File: src/rtl/mux_4x1.sv
// -----------------------------------------------------------------------------
// mux_4x1
//
// Parameterised 4-to-1 multiplexer. The data path is combinational. It also
// keeps an optional registered copy of the selected data for consumers that
// are pipelined.
//
// Parameters
//   WIDTH    width of each data input and of both data outputs (1..64)
//
// Ports
//   clk      rising-edge clock for the registered path
//   rst      synchronous active-high reset for the registered path
//   i0..i3   data inputs, selected by index {s1,s0} = 0..3
//   s0, s1   select bits; s1 is the MSB
//   en       capture enable for the registered path
//   out      combinational selected data
//   sel_oh   combinational one-hot decode of {s1,s0}
//   out_q    registered selected data
//   valid_q  high once out_q holds data captured since the last reset
// -----------------------------------------------------------------------------
module mux_4x1 #(
    parameter int WIDTH = 1
) (
    input  logic             clk,
    input  logic             rst,
    input  logic [WIDTH-1:0] i0,
    input  logic [WIDTH-1:0] i1,
    input  logic [WIDTH-1:0] i2,
    input  logic [WIDTH-1:0] i3,
    input  logic             s0,
    input  logic             s1,
    input  logic             en,
    output logic [WIDTH-1:0] out,
    output logic [3:0]       sel_oh,
    output logic [WIDTH-1:0] out_q,
    output logic             valid_q
);

    logic [1:0]       sel_idx;
    logic [WIDTH-1:0] data_arr [4];
    logic [WIDTH-1:0] out_q_reg;
    logic             valid_q_reg;

    assign sel_idx = {s1, s0};

    assign data_arr[0] = i0;
    assign data_arr[1] = i1;
    assign data_arr[2] = i2;
    assign data_arr[3] = i3;

    // One decoder bit per input.
    generate
        for (genvar gi = 0; gi < 4; gi++) begin : g_decode
            assign sel_oh[gi] = (sel_idx == 2'(gi));
        end
    endgenerate

    // Combinational select. An unknown select drives zeros rather than
    // holding a stale value, so this block never infers a latch.
    always_comb begin
        out = '0;
        case (sel_idx)
            2'b00:   out = data_arr[0];
            2'b01:   out = data_arr[1];
            2'b10:   out = data_arr[2];
            2'b11:   out = data_arr[3];
            default: out = '0;
        endcase
    end

    // Registered copy. Reset takes priority over the capture enable.
    always_ff @(posedge clk) begin
        if (rst) begin
            out_q_reg   <= '0;
            valid_q_reg <= 1'b0;
        end else if (en) begin
            out_q_reg   <= out;
            valid_q_reg <= 1'b1;
        end
    end

    assign out_q   = out_q_reg;
    assign valid_q = valid_q_reg;

endmodule

File: config.mk
export PLATFORM = sky130hd
export DESIGN_NAME = mux_4x1
export DESIGN_NICKNAME = d
export VERILOG_FILES = /design/src/rtl/mux_4x1.sv
export SDC_FILE = /design/constraint.sdc
export NUM_CORES = 1
export LEC_CHECK = 0
export CORE_AREA = 2 2 39 41
export CTS_CLUSTER_DIAMETER = 30
export DETAILED_ROUTE_END_ITERATION = 8
export DIE_AREA = 0 0 41 43
export GPL_TIMING_DRIVEN = 0
export PLACE_DENSITY = 0.41
export SLEW_MARGIN = 5
export SYNTH_ARGS = -nofsm -noshare
export SYNTH_HDL_FRONTEND = slang
export SYNTH_SLANG_ARGS = --single-unit
File: constraint.sdc
create_clock -name clk -period 0.89 [get_ports clk]
set_input_delay 0.178 -clock clk [delete_from_list [all_inputs] [get_ports clk]]
set_output_delay 0.178 -clock clk [all_outputs]
set_load 0.005 [all_outputs]
==> flow_metrics.py, run 1 <==
metrics = {
    "power_and_ir_drop": {
        "power_total_mw": 0.4183,
        "pwr-share-clk_pct": 48.0,
        "seq_power_share_pct": 24.2,
        "share_comb_of_total_power_pct": 27.8,
        "intPower_mw": 0.3204,
        "sw_frac_of_total_pct": 23.41,
        "worst_vdd_ir_mv": 0.3518,
        "power.switching_mw": 0.09791,
        "power.density_cell_area_nw_per_um2": 1266,
        "p_leak_nw": 0.1613,
    },
    "synthesis": {
        "syn-instance-count": 15,
        "synth_area_leader": "sky130_fd_sc_hd__dfxtp_1",
        "netlist-cell-type-count": 10,
        "synth-seq-area-share_pct": 29.09,
        "syn_area_per_cell_um2": 9.175,
        "synth_enable_flop_cells": 0,
        "synth_flop_cell": "sky130_fd_sc_hd__dfxtp_1",
        "synth.cells.most_frequent": "sky130_fd_sc_hd__mux2i_1, sky130_fd_sc_hd__nor2_1, sky130_fd_sc_hd__dfxtp_1",
        "synth-async-reset-ratio_pct": 0,
        "synth_compound_gate_area_share_pct": 6.364,
        "yosys.area_share.xor_xnor_pct": 0,
        "synth_mux_area_share_pct": 21.82,
        "yosys_warnings": 0,
        "ys_ff_latch": 2,
        "synthAdderAreaFrac_pct": 0,
        "synth_simple_gate_area_share_pct": 42.73,
        "synth_area_leaders": "sky130_fd_sc_hd__dfxtp_1, sky130_fd_sc_hd__mux2i_1, sky130_fd_sc_hd__nor2_1, sky130_fd_sc_hd__and2b_2, sky130_fd_sc_hd__o221ai_1",
        "synth_top_family_by_area": "simple AND/OR/NAND/NOR gates",
        "synth.top_cell.area_share_pct": 29.09,
        "synth_area_um2": 137.6,
        "synth_fp_nets": 24,
    },
    "clock_tree": {
        "tritoncts": "built",
        "cts_inserted_buffers": 3,
        "clock_root_buffer": "sky130_fd_sc_hd__clkbuf_4",
        "htree_levels": 1,
        "clk-insertion-delay-late_ns": 0.23,
        "max-clock-path-buffers": 2,
        "numClockSinks": 2,
        "path_clk_slew_ns": 0.03,
    },
    "worst_setup_path": {
        "criticalPathCategory": "input port to output pin",
        "startpoint_type_of_the_worst_setup_path": "input port",
        "cp-end-kind": "output pin",
        "worst_ep_arrival_time_ns": 0.72,
        "worstPathRequired_ns": 0.71,
        "maximum_fanout_along_the_worst_path": 6,
    },
    "placed_design": {
        "hpwlAfterDp_um": 404,
        "dpl-instance-area_um2": 309.0,
        "total_placed_cells_including_tap_cells": 46,
        "buffer_ports.inserted": 15,
        "pre_cts_ws_ns": -0.8962,
        "place.gp.congestion": 0.5917,
    },
    "timing": {
        "rsz_0062_raised_after_global_routing": "true",
        "final_critical_path_setup_slack_ns": -0.008810,
        "final.hold.worst_slack_ns": 0.2958,
        "hold_violations": 0,
        "fmaxAchievable_mhz": 1113,
        "fin_crit_sh_pct": 101.0,
        "worst_clock_skew_ns": 0,
        "relSlewSlack_pct": 88.54,
        "finalSetupViolCount": 1,
        "drv_slew": 0,
        "setup_total_negative_slack_ns": -0.008810,
        "final.min_clock_period_ns": 0.8988,
        "worst_pin_slew_ns": 0.1686,
    },
    "grt": {
        "grt_pass1_wl_um": 821,
        "grt-ovfl-total": 0,
        "pin_count_of_the_biggest_net_entering_global_routing": 8,
        "vias_in_the_first_global_route": 221,
        "antenna_found_initial": 0,
        "grt_util_all_layers_pct": 7.407,
    },
    "detailed_routing": {
        "routed-via-count": 207,
        "remaining_drc_errors": 0,
        "route.detailed.wl_per_inst_um": 10.60,
        "vias_per_cell": 3.981,
        "remaining_antenna_violation_count": 0,
        "route.final.wire_length_um": 551,
        "detailedRoute.firstPassIterationCount": 2,
        "detailedRoute.firstIterationViolations": 1,
    },
    "die": {
        "initial_utilization_pct": 9.946,
        "die_w_um": 41,
        "height_of_the_die_um": 43,
        "placementRows": 14,
        "ios": 16,
        "dieArea_um2": 1763,
        "fp.coreArea_um2": 1384,
    },
    "cells_and_area": {
        "post_route_cells_drive_above_1_share_pct": 58.33,
        "antenna_cells_inserted": 0,
        "final_util_pct": 23.87,
        "finish.net_count": 47,
        "area.growth.synth_to_final_pct": 140.0,
        "n_fill_cell": 150,
        "number_of_standard_cells_in_the_final_layout_excluding_fillers": 52,
        "post_route_cell_area_um2": 330.3,
    },
    "status": {
        "run_status": "finished with violations",
        "violations": "setup timing",
    },
    "flow_run": {
        "drv_cap": 0,
    },
    "min_path": {
        "hold_path_class": "input port to flip-flop",
    },
}
[critical path: stages]
cell and delay, ns:
sky130_fd_sc_hd__buf_8 0.09, sky130_fd_sc_hd__mux2i_2 0.22, sky130_fd_sc_hd__mux2i_1 0.09, sky130_fd_sc_hd__buf_2 0.13
[repair_timing]
action,in CTS,in global routing
endpoints found under the setup margin,8,1
gates resized for setup,46,2
pin swaps,0,0
hold buffers,0,0
buffers inserted,3,0
[per-layer routing]
layer	GRT usage [%]	vias to the layer above	routed length (um)
met5	0	-	0
met4	8.000	0	0
met3	1.571	0	46
met2	10.63	16	257
met1	7.962	94	247
li1	-	97	-
[power by group through the flow]
stage,Sequential (mW),Clock [mW],Combinational [mW]
floorplan,0.103,0,0.0300
global placement,0.103,0,0.118
detailed placement,0.103,0,0.120
CTS,0.102,0.217,0.110
global route,0.102,0.219,0.128
finish,0.101,0.201,0.116
[final cells by class]
cell class,instances,area [um^2],share of cell area (%)
timing repair buffer,18,138.9,42.05
tap,16,20.02,6.061
multi-input combinational,13,107.6,32.58
sequential,2,41.29,12.50
clock buffer,3,22.52,6.818
[final timing paths]
kind	start	endpoint	slack, ns	cells after the start
setup / recovery	s0	out	-0.009	4
hold / removal	s1	out_q	0.30	3
setup reg to reg	out_q	out_q	0.06	2
hold reg to reg	valid_q	valid_q	0.47	2
[placed cells by master (no fill, tap or decap)]
cell,instances
sky130_fd_sc_hd__buf_2,7
sky130_fd_sc_hd__dlygate4sd2_1,4
sky130_fd_sc_hd__nor2_1,3
sky130_fd_sc_hd__clkbuf_4,3
sky130_fd_sc_hd__buf_4,3
sky130_fd_sc_hd__mux2i_2,2
sky130_fd_sc_hd__clkdlybuf4s15_1,2
sky130_fd_sc_hd__mux2i_1,1
sky130_fd_sc_hd__nor2b_1,1
sky130_fd_sc_hd__and2_2,1
sky130_fd_sc_hd__and2b_2,1
sky130_fd_sc_hd__or3b_1,1
sky130_fd_sc_hd__nand3b_1,1
sky130_fd_sc_hd__or3b_4,1
sky130_fd_sc_hd__o221ai_1,1
sky130_fd_sc_hd__buf_8,1
sky130_fd_sc_hd__buf_6,1
sky130_fd_sc_hd__dfxtp_2,1
sky130_fd_sc_hd__dfxtp_1,1
[cells by family (layout without fill, tap and decap cells)]
family | after synthesis | count (layout)
compound gates | 1 | 1
flops | 2 | 2
simple gates | 9 | 9
mux | 3 | 3
buf+inv | 0 | 21
(Power assumes the default switching activity.)
==> inputs of run 2 (changes only) <==
- MAX_ROUTING_LAYER: default -> met4
- PLACE_DENSITY: 0.41 -> default
==> run 2 against run 1 <==
Effect of this change: the flow still finishes with violations (setup timing); register-to-register slack is essentially flat; die area stayed put; maximum frequency shrank 0.91%; clock power about the same; non-clock buffer count rose by 2; final area grew 14%; utilization rose by 3.3 points.
==> flow_metrics.py, run 2 (synthesis results as in run 1) <==
metrics = {
    "worst_setup_path": {
        "slowest_stage_delay_cp_ns": 0.18,
        "worst_path_max_delay_cell": "sky130_fd_sc_hd__mux2i_4",
        "startpoint_type_of_the_worst_setup_path": "input port",
        "worst_ep_arrival_time_ns": 0.73,
        "worst_path_dominant_cell_family": "multiplexers",
        "maximum_fanout_along_the_worst_path": 6,
        "worstRegToRegCells": 2,
        "worst_r2r_endpoint": "out_q",
        "criticalPathCategory": "input port to output pin",
        "timing.critical_path.cells": "buf_12 > mux2i_4 > mux2i_1 > buf_2",
        "rr_startpoint": "out_q",
        "worstPathRequired_ns": 0.71,
        "path_buf_inv": 2,
        "cp-end-kind": "output pin",
        "rrSetupSlack_ns": 0.07,
    },
    "detailed_routing": {
        "route.final.wire_length_um": 479,
        "remaining_drc_errors": 0,
        "remaining_antenna_violation_count": 0,
        "length_of_routed_met3_wiring_um": 101,
        "vias_per_cell": 3.796,
        "route.top_layer_used": "met3",
        "routed-via-count": 205,
        "route.detailed.wl_per_inst_um": 8.870,
        "wl_met1_um": 195,
        "detailedRoute.firstIterationViolations": 0,
        "detailedRoute.firstPassIterationCount": 1,
        "wl_met2_um": 182,
    },
    "cells_and_area": {
        "regArea_um2": 42.54,
        "antenna_cells_inserted": 0,
        "post_route_cells_drive_above_1_share_pct": 65.79,
        "n_fill_cell": 155,
        "area.growth.synth_to_final_pct": 172.7,
        "finish.net_count": 49,
        "commonest_non_fill_non_tap_cells_in_the_layout": "sky130_fd_sc_hd__buf_4, sky130_fd_sc_hd__dlygate4sd2_1, sky130_fd_sc_hd__clkbuf_2",
        "total_area_of_multi_input_combinational_cells_um2": 131.4,
        "number_of_standard_cells_in_the_final_layout_excluding_fillers": 54,
        "layout.cells.most_common": "sky130_fd_sc_hd__buf_4",
    },
    "timing": {
        "relSlewSlack_pct": 90.43,
        "rsz_0062_raised_after_global_routing": "true",
        "worst_pin_slew_ns": 0.1406,
        "drv_slew": 0,
        "hold_violations": 0,
        "final.min_clock_period_ns": 0.9071,
        "fmaxAchievable_mhz": 1102,
        "final_critical_path_setup_slack_ns": -0.01710,
        "worst_clock_skew_ns": 0,
        "finalSetupViolCount": 1,
        "fin_crit_sh_pct": 101.9,
    },
    "placed_design": {
        "pre_cts_ws_ns": -0.8551,
        "buffer_ports.inserted": 15,
        "place.gp.congestion": 0.5524,
        "total_placed_cells_including_tap_cells": 46,
    },
    "flow_run": {
        "drv_cap": 0,
    },
    "clock_tree": {
        "path_clk_slew_ns": 0.03,
        "clk-insertion-delay-late_ns": 0.22,
        "cts_inserted_buffers": 3,
        "cts.hold.buffers_added": 0,
        "htree_levels": 1,
        "numClockSinks": 2,
        "clock_root_buffer": "sky130_fd_sc_hd__clkbuf_4",
        "tritoncts": "built",
        "max-clock-path-buffers": 2,
    },
    "status": {
        "run_status": "finished with violations",
        "violations": "setup timing",
    },
    "die": {
        "placementRows": 14,
        "initial_utilization_pct": 9.946,
        "ios": 16,
        "height_of_the_die_um": 43,
        "fp.coreArea_um2": 1384,
        "die_w_um": 41,
        "dieArea_um2": 1763,
    },
    "min_path": {
        "hold_path.startpoint": "s1",
        "holdPathEnd": "out_q",
        "hold_path_class": "input port to flip-flop",
        "min_path_cells": 3,
    },
    "grt": {
        "antenna_found_initial": 0,
        "vias_in_the_first_global_route": 197,
        "grt_pass1_wl_um": 752,
        "grt-ovfl-total": 0,
        "pin_count_of_the_biggest_net_entering_global_routing": 8,
        "grt_util_all_layers_pct": 6.776,
    },
    "power_and_ir_drop": {
        "worst_vdd_ir_mv": 0.6035,
        "power.density_cell_area_nw_per_um2": 1174,
        "p_leak_nw": 0.1771,
    },
}
[run 2: changes by cell type in the layout (fill, tap and decap cells not counted), moves of 2 or more]
cell / before / now
sky130_fd_sc_hd__buf_2: 7 / 3
sky130_fd_sc_hd__buf_4: 3 / 5
sky130_fd_sc_hd__clkbuf_2: 0 / 4
sky130_fd_sc_hd__mux2i_2: 2 / 0
sky130_fd_sc_hd__mux2i_4: 0 / 2
[run 2: area by class of cell]
class,count,share of cell area [%]
sequential,2,11.33
clock buffer,3,6.000
tap,16,5.333
multi-input combinational,13,35.00
timing repair buffer,20,42.33
[run 2: worst max path at each step]
stage           from    end  slack (ns)  cells after the start
4_1_cts           s0    out       -0.04                      4
5_1_grt           s0    out       -0.04                      4
2_1_floorplan  out_q  out_q       0.004                      2
3_5_place_dp      s0    out       -0.86                      4
3_3_place_gp      s0    out       -0.88                      4
6_report          s0    out       -0.02                      4
[run 2: metal layers]
metal / global-route usage, % / vias to the layer above
li1: - / 102
met1: 6.390 / 87
met2: 8.750 / 16
met3: 4.712 / 0
met4: 6.000 / 0
met5: - / -
[run 2: worst reg2reg max path, cell delays in order, from the launching register on]
cell	delay (ns)
sky130_fd_sc_hd__dfxtp_2	0.31
sky130_fd_sc_hd__or3b_4	0.37
sky130_fd_sc_hd__o221ai_2	0.06
[run 2: what timing repair did]
item,CTS,global route
pin swaps,0,0
endpoints found under the setup margin,8,2
gates resized for setup,42,11
endpoints found under the hold margin,0,0
gates cloned,0,0
setup buffers,4,1
[run 2: per-stage QoR]
step	utilization [%]	power, mW	TNS [ns]	instance area [um^2]	hold WS, ns
final	27.12	0.4405	-0.01710	375.4	0.2974
after global routing	27.12	0.4743	-0.04143	375.4	0.2987
after CTS	25.32	0.4298	-0.04193	350.3	0.2902
after detailed placement	22.33	0.2183	-4.296	309.0	0.4715
after global placement	22.33	0.2179	-4.285	309.0	0.4535
after floorplan	-	0.1327	0	138.9	0.2504
[run 2: power breakdown]
group / internal [mW] / switching (mW)
Combinational: 0.0920 / 0.0487
Sequential: 0.0986 / 0.00299
Clock: 0.149 / 0.0496
==> inputs of run 3 (changes only) <==
- GPL_TIMING_DRIVEN: 0 -> 1
==> run 3 against run 2 <==
Effect of this change: the run still ends with setup timing left; die area unchanged; register-to-register slack barely moved; final area up 1.7%; sequential cell count unchanged; first-iteration DRC count grew 2; total power increased by 1.4%; final cell count rose by 3.7%; hold slack gained 0.027 ns; global-route usage is 0.31 points lower; largest power group unchanged.
==> flow_metrics.py, run 3 (synthesis results as in run 1) <==
metrics = {
    "worst_setup_path": {
        "startpoint_type_of_the_worst_setup_path": "input port",
        "cp-end-kind": "output pin",
        "maximum_fanout_along_the_worst_path": 6,
        "worstPathRequired_ns": 0.71,
        "worst_ep_arrival_time_ns": 0.74,
        "rr_startpoint": "out_q",
        "worst_setup_path_startpoint": "s0",
        "criticalPathCategory": "input port to output pin",
    },
    "grt": {
        "grt_util_all_layers_pct": 6.468,
        "vias_in_the_first_global_route": 198,
        "antenna_found_initial": 0,
        "pin_count_of_the_biggest_net_entering_global_routing": 7,
        "grt-ovfl-total": 0,
        "grt_pass1_wl_um": 724,
    },
    "timing": {
        "rsz_0062_raised_after_global_routing": "true",
        "finalSetupViolCount": 1,
        "drv_slew": 0,
        "worst_pin_slew_ns": 0.1872,
        "relSlewSlack_pct": 87.27,
        "fmaxAchievable_mhz": 1094,
        "fin_crit_sh_pct": 102.7,
        "final.min_clock_period_ns": 0.9144,
        "hold_violations": 0,
        "worst_clock_skew_ns": 0,
        "final.hold.worst_slack_ns": 0.3244,
        "final_critical_path_setup_slack_ns": -0.02437,
    },
    "clock_tree": {
        "cts_inserted_buffers": 3,
        "path_clk_slew_ns": 0.03,
        "clock_root_buffer": "sky130_fd_sc_hd__clkbuf_4",
        "tritoncts": "built",
        "htree_levels": 1,
        "max-clock-path-buffers": 2,
        "clk-insertion-delay-late_ns": 0.22,
        "numClockSinks": 2,
    },
    "power_and_ir_drop": {
        "power.density_cell_area_nw_per_um2": 1171,
        "pwr-share-clk_pct": 44.8,
        "share_comb_of_total_power_pct": 32.4,
        "seq_power_share_pct": 22.8,
        "worst_vdd_ir_mv": 0.6455,
        "sw_frac_of_total_pct": 23.25,
        "intPower_mw": 0.3429,
        "p_leak_nw": 0.1848,
        "power.switching_mw": 0.1039,
    },
    "die": {
        "ios": 16,
        "dieArea_um2": 1763,
        "height_of_the_die_um": 43,
        "initial_utilization_pct": 9.946,
        "die_w_um": 41,
        "fp.coreArea_um2": 1384,
        "placementRows": 14,
    },
    "detailed_routing": {
        "remaining_antenna_violation_count": 0,
        "detailedRoute.firstIterationViolations": 2,
        "remaining_drc_errors": 0,
        "route.final.wire_length_um": 545,
        "route.detailed.wl_per_inst_um": 9.732,
        "routed-via-count": 213,
        "detailedRoute.firstPassIterationCount": 2,
        "vias_per_cell": 3.804,
    },
    "placed_design": {
        "place.gp.congestion": 0.5175,
        "total_placed_cells_including_tap_cells": 49,
        "pre_cts_ws_ns": -0.8667,
        "buffer_ports.inserted": 15,
    },
    "cells_and_area": {
        "regArea_um2": 42.54,
        "n_fill_cell": 152,
        "antenna_cells_inserted": 0,
        "final_util_pct": 27.58,
        "finish.net_count": 51,
        "number_of_standard_cells_in_the_final_layout_excluding_fillers": 56,
        "total_area_of_multi_input_combinational_cells_um2": 122.6,
        "post_route_cells_drive_above_1_share_pct": 67.50,
        "area.growth.synth_to_final_pct": 177.3,
        "commonest_non_fill_non_tap_cells_in_the_layout": "sky130_fd_sc_hd__buf_2, sky130_fd_sc_hd__buf_4, sky130_fd_sc_hd__dlygate4sd2_1, sky130_fd_sc_hd__nor2_1, sky130_fd_sc_hd__clkbuf_4",
    },
    "status": {
        "violations": "setup timing",
        "run_status": "finished with violations",
    },
    "min_path": {
        "hold_path_class": "input port to flip-flop",
        "hold_path.startpoint": "rst",
    },
    "flow_run": {
        "drv_cap": 0,
    },
}
[run 3: cell types whose count changed in the layout (fill, tap and decap cells not counted)]
cell and delta:
sky130_fd_sc_hd__clkbuf_2 -4, sky130_fd_sc_hd__buf_4 +2, sky130_fd_sc_hd__mux2i_2 +1, sky130_fd_sc_hd__mux2i_4 -1, sky130_fd_sc_hd__buf_2 +4
[run 3: cell type report]
type / count / area share, %
flip-flops and latches: 2 / 11.15
multi-input cells: 13 / 32.13
well taps: 16 / 5.246
repair buffers: 22 / 45.57
clock buffers: 3 / 5.902
[run 3: worst max-delay path: stages]
cell and delay (ns):
sky130_fd_sc_hd__buf_12 0.09, sky130_fd_sc_hd__mux2i_2 0.23, sky130_fd_sc_hd__mux2i_1 0.10, sky130_fd_sc_hd__buf_2 0.13
[run 3: metal layers]
| metal | track usage (%) | wire [um] | up-vias |
|---|---|---|---|
| li1 | - | - | 105 |
| met1 | 6.070 | 208 | 92 |
| met2 | 9.688 | 245 | 16 |
| met3 | 2.094 | 91 | 0 |
| met4 | 6.000 | 0 | 0 |
| met5 | - | 0 | - |
[run 3: power groups by stage]
stage,Combinational [mW],Clock (mW),Sequential (mW)
final,0.145,0.200,0.102
after global routing,0.158,0.219,0.102
after CTS,0.117,0.215,0.102
after detailed placement,0.130,0,0.102
after global placement,0.129,0,0.102
after floorplan,0.0300,0,0.103
[run 3: worst paths after layout]
kind	end	slack [ns]	depth (start not counted)
worst max register to register	out_q	0.06	2
worst max-delay path	out	-0.02	4
worst min register to register	valid_q	0.45	2
worst min-delay path	valid_q	0.32	2
[run 3: through the flow]
stage / TNS, ns / area (um^2) / total power [mW]
6_report: -0.02437 / 381.6 / 0.4468
5_1_grt: -0.06126 / 381.6 / 0.4789
4_1_cts: 0 / 341.6 / 0.4338
3_5_place_dp: -4.392 / 331.6 / 0.2320
3_3_place_gp: -4.376 / 331.6 / 0.2309
2_1_floorplan: 0 / 138.9 / 0.1327
[run 3: timing repair]
item                                    in CTS  in global routing
endpoints found under the setup margin       8                  1
hold buffers                                 0                  0
buffers inserted                             2                  2
resized for setup                           47                  5
